==> src/rtl/fifo_packetizer.sv <==
`default_nettype none
// ============================================================================
//  Module      : fifo_packetizer
//  Description : Drains a first-word-fall-through FIFO into a local burst
//                buffer and emits length-prefixed packets (one count header
//                word, then the buffered payload with last on the final word)
//                on a valid/ready stream. A packet closes when the buffer is
//                full, on an idle timeout, or on an explicit flush.
//  Revision    : 1.0 - initial release
// ============================================================================
module fifo_packetizer #(
  parameter int DATA_WIDTH    = 16,
  parameter int MAX_BURST     = 16,
  parameter int COUNT_WIDTH   = 5,
  parameter int TIMEOUT       = 255,
  parameter int TIMEOUT_WIDTH = 8
) (
  input  logic                  clk,
  input  logic                  reset,
  input  logic                  i_fifo_empty,
  input  logic [DATA_WIDTH-1:0] i_read_data,
  output logic                  o_read_en,
  input  logic                  i_flush,
  output logic                  o_out_valid,
  input  logic                  i_out_ready,
  output logic [DATA_WIDTH-1:0] o_out_data,
  output logic                  o_out_last,
  output logic                  o_busy
);

  // Buffer is addressed with just enough bits for MAX_BURST entries.
  localparam int c_IDX_W = (MAX_BURST > 1) ? $clog2(MAX_BURST) : 1;
  localparam int c_DEPTH = 1 << c_IDX_W;
  localparam int c_TLAST = (TIMEOUT > 0) ? (TIMEOUT - 1) : 0;

  localparam logic [COUNT_WIDTH-1:0]   c_MAX        = COUNT_WIDTH'(MAX_BURST);
  localparam logic [TIMEOUT_WIDTH-1:0] c_TIMER_LAST = TIMEOUT_WIDTH'(c_TLAST);
  localparam logic                     c_TIMEOUT_EN = (TIMEOUT != 0);

  localparam logic [1:0] c_COLLECT = 2'd0;
  localparam logic [1:0] c_HEADER  = 2'd1;
  localparam logic [1:0] c_PAYLOAD = 2'd2;

  logic [1:0]               r_state;
  logic [1:0]               w_state_next;
  logic [COUNT_WIDTH-1:0]   r_count;
  logic [COUNT_WIDTH-1:0]   r_idx;
  logic [TIMEOUT_WIDTH-1:0] r_timer;
  logic [DATA_WIDTH-1:0]    r_buf [c_DEPTH];

  logic                     w_pop;
  logic [COUNT_WIDTH-1:0]   w_count_next;
  logic                     w_timeout_hit;
  logic                     w_close;
  logic                     w_last;

  // Reset gates the pop so the FIFO is never read while held in reset.
  assign w_pop         = reset & (r_state == c_COLLECT) & ~i_fifo_empty & (r_count < c_MAX);
  assign w_count_next  = r_count + COUNT_WIDTH'(w_pop);
  // Timer reaches TIMEOUT-1 after TIMEOUT idle cycles following the last pop.
  assign w_timeout_hit = c_TIMEOUT_EN & ~w_pop & (r_count != '0) & (r_timer == c_TIMER_LAST);
  // Flush only closes a non-empty packet, so empty packets never go out.
  assign w_close       = (w_count_next == c_MAX) | (i_flush & (w_count_next != '0)) | w_timeout_hit;
  assign w_last        = (r_idx == (r_count - COUNT_WIDTH'(1)));

  // State register.
  always_ff @(posedge clk) begin
    if (!reset) begin
      r_state <= c_COLLECT;
    end else begin
      r_state <= w_state_next;
    end
  end

  // Next-state decode; flush is only observed while collecting.
  always_comb begin
    w_state_next = r_state;
    case (r_state)
      c_COLLECT: if (w_close)               w_state_next = c_HEADER;
      c_HEADER:  if (i_out_ready)           w_state_next = c_PAYLOAD;
      c_PAYLOAD: if (i_out_ready && w_last) w_state_next = c_COLLECT;
      default:                              w_state_next = c_COLLECT;
    endcase
  end

  // Word count, idle timer and payload index bookkeeping.
  always_ff @(posedge clk) begin
    if (!reset) begin
      r_count <= '0;
      r_timer <= '0;
      r_idx   <= '0;
    end else begin
      case (r_state)
        c_COLLECT: begin
          if (w_pop) begin
            r_count <= w_count_next;
            r_timer <= '0;
          end else if ((r_count != '0) && (r_timer != c_TIMER_LAST)) begin
            r_timer <= r_timer + TIMEOUT_WIDTH'(1);
          end
        end
        c_HEADER: begin
          if (i_out_ready) r_idx <= '0;
        end
        c_PAYLOAD: begin
          if (i_out_ready) begin
            if (w_last) begin
              r_count <= '0;
              r_timer <= '0;
            end else begin
              r_idx <= r_idx + COUNT_WIDTH'(1);
            end
          end
        end
        default: ;
      endcase
    end
  end

  // Payload buffer captures the FWFT head word in the cycle it is popped.
  always_ff @(posedge clk) begin
    if (w_pop) r_buf[r_count[c_IDX_W-1:0]] <= i_read_data;
  end

  // Output decode; data and last are forced to zero whenever not valid.
  always_comb begin
    o_read_en   = w_pop;
    o_out_valid = 1'b0;
    o_out_data  = '0;
    o_out_last  = 1'b0;
    o_busy      = 1'b0;
    if (reset) begin
      case (r_state)
        c_HEADER: begin
          o_out_valid = 1'b1;
          o_out_data  = DATA_WIDTH'(r_count);
          o_busy      = 1'b1;
        end
        c_PAYLOAD: begin
          o_out_valid = 1'b1;
          o_out_data  = r_buf[r_idx[c_IDX_W-1:0]];
          o_out_last  = w_last;
          o_busy      = 1'b1;
        end
        default: ;
      endcase
    end
  end

endmodule
`default_nettype wire
==> config.mk <==
export PLATFORM = sky130hd
export DESIGN_NAME = fifo_packetizer
export DESIGN_NICKNAME = d
export VERILOG_FILES = /design/src/rtl/fifo_packetizer.sv
export SDC_FILE = /design/constraint.sdc
export NUM_CORES = 1
export LEC_CHECK = 0
export ABC_AREA = 1
export ABC_CLOCK_PERIOD_IN_PS = 3400
export BUFFER_PORTS_ARGS = -buffer_cell sky130_fd_sc_hd__buf_2
export CAP_MARGIN = 20
export CORE_MARGIN = 8
export CORE_UTILIZATION = 45
export CTS_CLUSTER_DIAMETER = 120
export CTS_CLUSTER_SIZE = 12
export DETAILED_ROUTE_END_ITERATION = 8
export PLACE_DENSITY_LB_ADDON = 0.25
export SLEW_MARGIN = 30
export SYNTH_ARGS = -nofsm -noshare
export SYNTH_HDL_FRONTEND = slang
export SYNTH_SLANG_ARGS = --single-unit
==> constraint.sdc <==
create_clock -name clk -period 3.4 [get_ports clk]
set_input_delay 0.34 -clock clk [delete_from_list [all_inputs] [get_ports clk]]
set_output_delay 0.34 -clock clk [all_outputs]
set_load 0.02 [all_outputs]
# == Word level (Yosys, flattened, before mapping) ==
# Memories as Yosys holds them, arrays and structs flattened. A register that Yosys moved wholly into a read port is not among the register bits.
# Cells that the tools add are included.
# W data, S select, Z words.
# totals
mem_bits_rw,256
word_cells,73
memories,1
output_inout_bits,20
inputBits,21
register_bits,20
# op_classes
n_lt_le_gt_ge,1
n_bitwise,10
eq_ne,14
addsub,4
reduce_logical,12
mux,27
# memory_table
name,depth,width,read_ports,rd_ports_with_merged_regs,write_ports,line_no,source
r_buf,16,16,1,1,1,49,logic [DATA_WIDTH-1:0] r_buf [c_DEPTH];
# op_table
operator,count
$mux W8,4
$pmux W16 S2,1
$mux W5,6
$pmux W5 S2,2
$mux W16,1
$pmux W8 S2,1
$ne A2 B2 Y1 const B,7
$reduce_and A4 Y1,3
$reduce_bool A5 Y1,2
$add A8 B1 Y8 const B,1
$eq A8 B8 Y1 const B,1
$mux W4,2
$ne A8 B8 Y1 const B,1
$and A1 B1 Y1,6
$mux W1,6
$mux W2,3
$pmux W2 S3,1
$add A5 B1 Y5,1
$add A5 B1 Y5 const B,1
$eq A5 B5 Y1,1
$eq A5 B5 Y1 const B,1
$lt A5 B5 Y1 const B,1
$sub A5 B1 Y5 const B,1
$reduce_bool A2 Y1,2
9 further kinds,12

# == Logic depth before layout (Yosys ltp) ==
# logic_depth
ltp_word,11
depth_mapped,16
depth_no_buf,15

# == Worst setup path after synthesis ==
# Ideal clock, no wire load.
# synth_path
path_kind,register to register
startpoint,register r_state[0]
endpoint,register r_state[1]
period_less_slack_ns,2.490
t_arrival_ns,2.380
path_slack_ns,0.910
path_buffers,0
path_stages_with_launch,16
setup_ns,0.110
t_required_ns,3.290
path_cell_list,dfxtp_1 inv_1 ha_1 nand3_1 inv_1 ha_1 ha_1 or2_2 nor2_1 nand2_1 nand2_1 nand3_1 nand3_1 nand2_1 inv_1 nor2_1
# synth_between
elab_chain_cells,11
elab_cells_between_ends,20
cone_classes,1 x add/sub; 6 x eq/ne; 1 x mux; 9 x bitwise; 3 x reduce/logical
# synth_lines
item,line_no,source
start: declaration,44,logic [1:0] r_state;
start signal: assignment,69,r_state <= c_COLLECT;
start signal: assignment,71,r_state <= w_state_next;
$logic_not A2 Y1 *,58,assign w_pop = reset & (r_state == c_COLLECT) & ~i_fifo_empty & (r_count < c_MAX);
$and A1 B1 Y1 * (3 in series),58,
named net o_read_en,22,"output logic o_read_en,"
$add A5 B1 Y5,59,assign w_count_next = r_count + COUNT_WIDTH'(w_pop);
$reduce_bool A5 Y1,63,assign w_close = (w_count_next == c_MAX) | (i_flush & (w_count_next != '0)) | w_timeout_hit;
$and A1 B1 Y1,63,
$or A1 B1 Y1,63,
$or A1 B1 Y1 *,63,
$ne A2 B2 Y1 (no source line) *,n/a,
$reduce_and A3 Y1 (no source line) *,n/a,
# Mark *: on every way through the listed nets, which the timed path passes. The rest lies on a longest branch.
# A chain may end at the register's enable or synchronous reset.

==> out/metrics.yaml <==
r2r_cells: 15
core.rowCount: 59
synth.area.top_cells: "edfxtp_1 (66%), nor2_1 (6.4%), o21ai_0 (5.8%)"
hp-class: "input port to flip-flop"
slew_viol_final: 0
worst_pin_slew_ps: 875
holdBufCountCts: 0
synthSimpleGateAreaFrac_pct: 12.0
cp.buffers_inverters: 3
cts_resized: 0
synthArstFlopShare_pct: 0
power.static_leakage_nw: 4.49
power.total_mw: 7.94
htreeDepth: 1
p_sw_share_pct: 27.4
seqPwrFrac_pct: 49.4
yosysTopAreaCell: "edfxtp_1"
crit_path_start_kind: "flip-flop"
min_to: "r_timer[4]"
synth.net_count: 1021
maxCapViolations: 0
die_y_um: 177
hold_viol: 0
cts_sinks: 280
synthXorXnorAreaFrac_pct: 0.527
grtUsageMet1_pct: 25.2
start_util_pct: 45.3
reg2reg_slack_ps: 720
dr.pass1.iters: 5
synth-edff-count: 256
grt_usage_pct: 18.2
p_switching_mw: 2.18
grt-ovfl-total: 0
powerDensity_nw_per_um2: 606
synth_compound_area_share_pct: 12.1
synth_area_um2: 11600
io_pins: 41
synth_mux_area_share_pct: 0
cpPeakStageDelay_ps: 760
yosysMostFrequentCell: "edfxtp_1"
syn_inst: 986
drc_errors: 0
synth-seq-cells: 280
whs_ps: 141
ys_top_cells_by_count: "edfxtp_1 (256), nor2_1 (197), o21ai_0 (134)"
grt_pass1_vias: 7694
core_um2: 25700
clk_latency_ps: 520
avgRoutedWirePerCell_um: 20.5
post-route-period-util_pct: 91.5
area_growth_pct: 12.8
timing.critical_path.mode_cell: "nand3_1"
vias: 7702
gr-usage-met2_pct: 29.7
use_met3_pct: 2.58
yosysSeqAreaShare_pct: 70.2
synth_top_family_by_area: "compound AO/OA/AOI/OAI gates"
clock_path_buffers: 3
finalNonFillerCells: 1386
yosys_warnings: 0
fin_skew_ps: 6.23
worstSetupPathType: "flip-flop to output port"
synth_top_area_share_pct: 66.1
cts_root_buf: "clkbuf_16"
setup_violations: 0
fin_crit_ps: 3110
hold_path_startpoint: "reset"
top_usage_layer: "met2"
gp_congestion: 0.846
r2r-start: "r_state[0]"
dp_hpwl_um: 16500
clkPwrFrac_pct: 33.8
fmax_ghz: 0.322
crit_chain: "buf_4, clkinv_1, nand3_1, nand3_1, o22ai_1, buf_2"
final.setup.tns_ps: 0
die_w_um: 177
syn_area_per_cell_um2: 11.8
cts_buffers: 27
grt_start_max_net_pins: 76
cts_setup_buffers: 0
p_int_mw: 5.77
layout.nets: 1066
grt_pass1_wl_um: 44100
crit_arrival_ps: 2770
cts_tree: "yes"
relSlewSlack_pct: 41.3
hold_depth: 3
port_buffers: 40
synth_flop_cell: "edfxtp_1"
drtIter0Drc: 734
worst_setup_path_end_kind: "output port"
cp_slowest_cell: "clkinv_1"
grt_antenna_before_repair: 1
path_max_fanout: 17
clk_pin_slew_worst_paths_ps: 60
fillers: 2281
ant_nets: 0
rr_endpoint: "r_state[1]"
vias_per_cell: 5.56
grt_setup_unrepaired: "no"
outcome: "completed"
synth_fa_ha_area_share_pct: 1.51
worstPathRequired_ps: 3060
design.die.area_um2: 31200
drive_gt1_share_pct: 12.4
n_antenna_cell: 0
path_delay_family: "buffers and inverters"
dp.cells: 1337
synthDistinctLibCells: 28
power_frac_comb_pct: 16.8
wirelength_um: 28400
vdd_drop_max_mv: 0.367
[cells in the final DEF (no fill, tap or decap)]
| cell | Yosys | routed |
|---|---|---|
| inv_2 | 1 | 1 |
| nor2_1 | 197 | 181 |
| o211ai_1 | 21 | 21 |
| o221ai_1 | 39 | 39 |
| buf_2 | 12 | 40 |
| nand2_4 | 1 | 1 |
| nand3_1 | 48 | 48 |
| clkbuf_16 | 0 | 27 |
| o22ai_1 | 15 | 15 |
| nor3_1 | 4 | 4 |
| nor3b_1 | 2 | 2 |
| a31oi_1 | 1 | 1 |
| nand2_2 | 2 | 2 |
| dfxtp_4 | 0 | 1 |
| inv_1 | 41 | 40 |
| nand4_1 | 4 | 4 |
| dfxtp_1 | 24 | 21 |
| clkinv_1 | 1 | 1 |
| nand2_1 | 85 | 85 |
| o21ai_1 | 3 | 3 |
| clkinv_2 | 0 | 1 |
| buf_12 | 0 | 4 |
| o21ai_0 | 134 | 134 |
| xor2_1 | 7 | 7 |
| a21oi_1 | 24 | 24 |
| inv_6 | 0 | 1 |
| buf_4 | 2 | 31 |
| ha_1 | 14 | 14 |
| or2_2 | 1 | 1 |
| dfxtp_2 | 0 | 2 |
| edfxtp_1 | 256 | 256 |
| clkbuf_1 | 43 | 21 |
| nor2_2 | 2 | 18 |
[final cells by class]
| type | instances | area [um2] | share of cell area, % |
|---|---|---|---|
| Clock inverter | 1 | 8.76 | 0.0668 |
| Multi-Input combinational cell | 604 | 3080 | 23.5 |
| Sequential cell | 280 | 8170 | 62.3 |
| Tap cell | 335 | 419 | 3.20 |
| Timing Repair Buffer | 75 | 513 | 3.91 |
| Inverter | 43 | 163 | 1.24 |
| Clock buffer | 48 | 754 | 5.75 |
[worst max path at each step]
| stage | slack, ps | to | start | cells after the start |
|---|---|---|---|---|
| after floorplan | 910 | r_state[1] | r_state[0] | 15 |
| after global placement | 840 | r_state[1] | r_state[0] | 15 |
| after detailed placement | 740 | r_state[1] | r_state[0] | 15 |
| after CTS | 300 | o_out_data[2] | flip-flop | 6 |
| after global routing | 150 | o_out_data[3] | flip-flop | 10 |
| final | 290 | o_out_data[2] | flip-flop | 6 |
[state kept, by name, indices dropped and copies added, names as in the netlist, named ones only]
| name | flops |
|---|---|
| r_state | 2 |
| r_count | 5 |
| r_timer | 8 |
| r_buf | 256 |
| r_idx | 5 |
[metrics by stage]
| step | setup WS [ps] | utilization [%] | cell area [um2] |
|---|---|---|---|
| finish | 291 | 51.1 | 13100 |
| global route | 151 | 51.1 | 13100 |
| CTS | 299 | 51.1 | 13100 |
| detailed placement | 745 | 48.1 | 12400 |
| global placement | 838 | 48.1 | 12400 |
| floorplan | 910 | - | 11600 |
[metal layers]
layer,wire (um),vias up
li1,-,3659
met1,12600,3772
met2,13500,226
met3,1710,43
met4,597,2
met5,10,-
[worst reg2reg max path, cell delays in order (launching register included)]
cell,delay [ps]
dfxtp_1,360
inv_1,100
ha_1,250
nand3_1,210
inv_1,160
ha_1,260
ha_1,290
or2_2,290
nor2_1,130
nand2_1,70
nand2_1,50
nand3_1,120
nand3_1,130
nand2_1,60
inv_1,50
nor2_1,40
[kinds of logic (layout without fill, tap and decap cells)]
logic type | count (synthesis) | count (layout)
and+or+nand+nor | 346 | 346
adders and majority gates | 14 | 14
xor gates and xnor gates | 7 | 7
buffers and inverters | 102 | 167
DFF | 280 | 280
AOI/OAI and AO/OA | 237 | 237
[power groups by stage]
stage	logic (mW)	registers, mW	clock network [mW]
after floorplan	0.982	3.98	0
after global placement	1.31	3.99	0
after detailed placement	1.34	4.00	0
after CTS	1.34	3.92	2.74
after global routing	1.53	3.93	2.87
final	1.33	3.92	2.68
No activity file was read; power rests on OpenSTA's default activity.
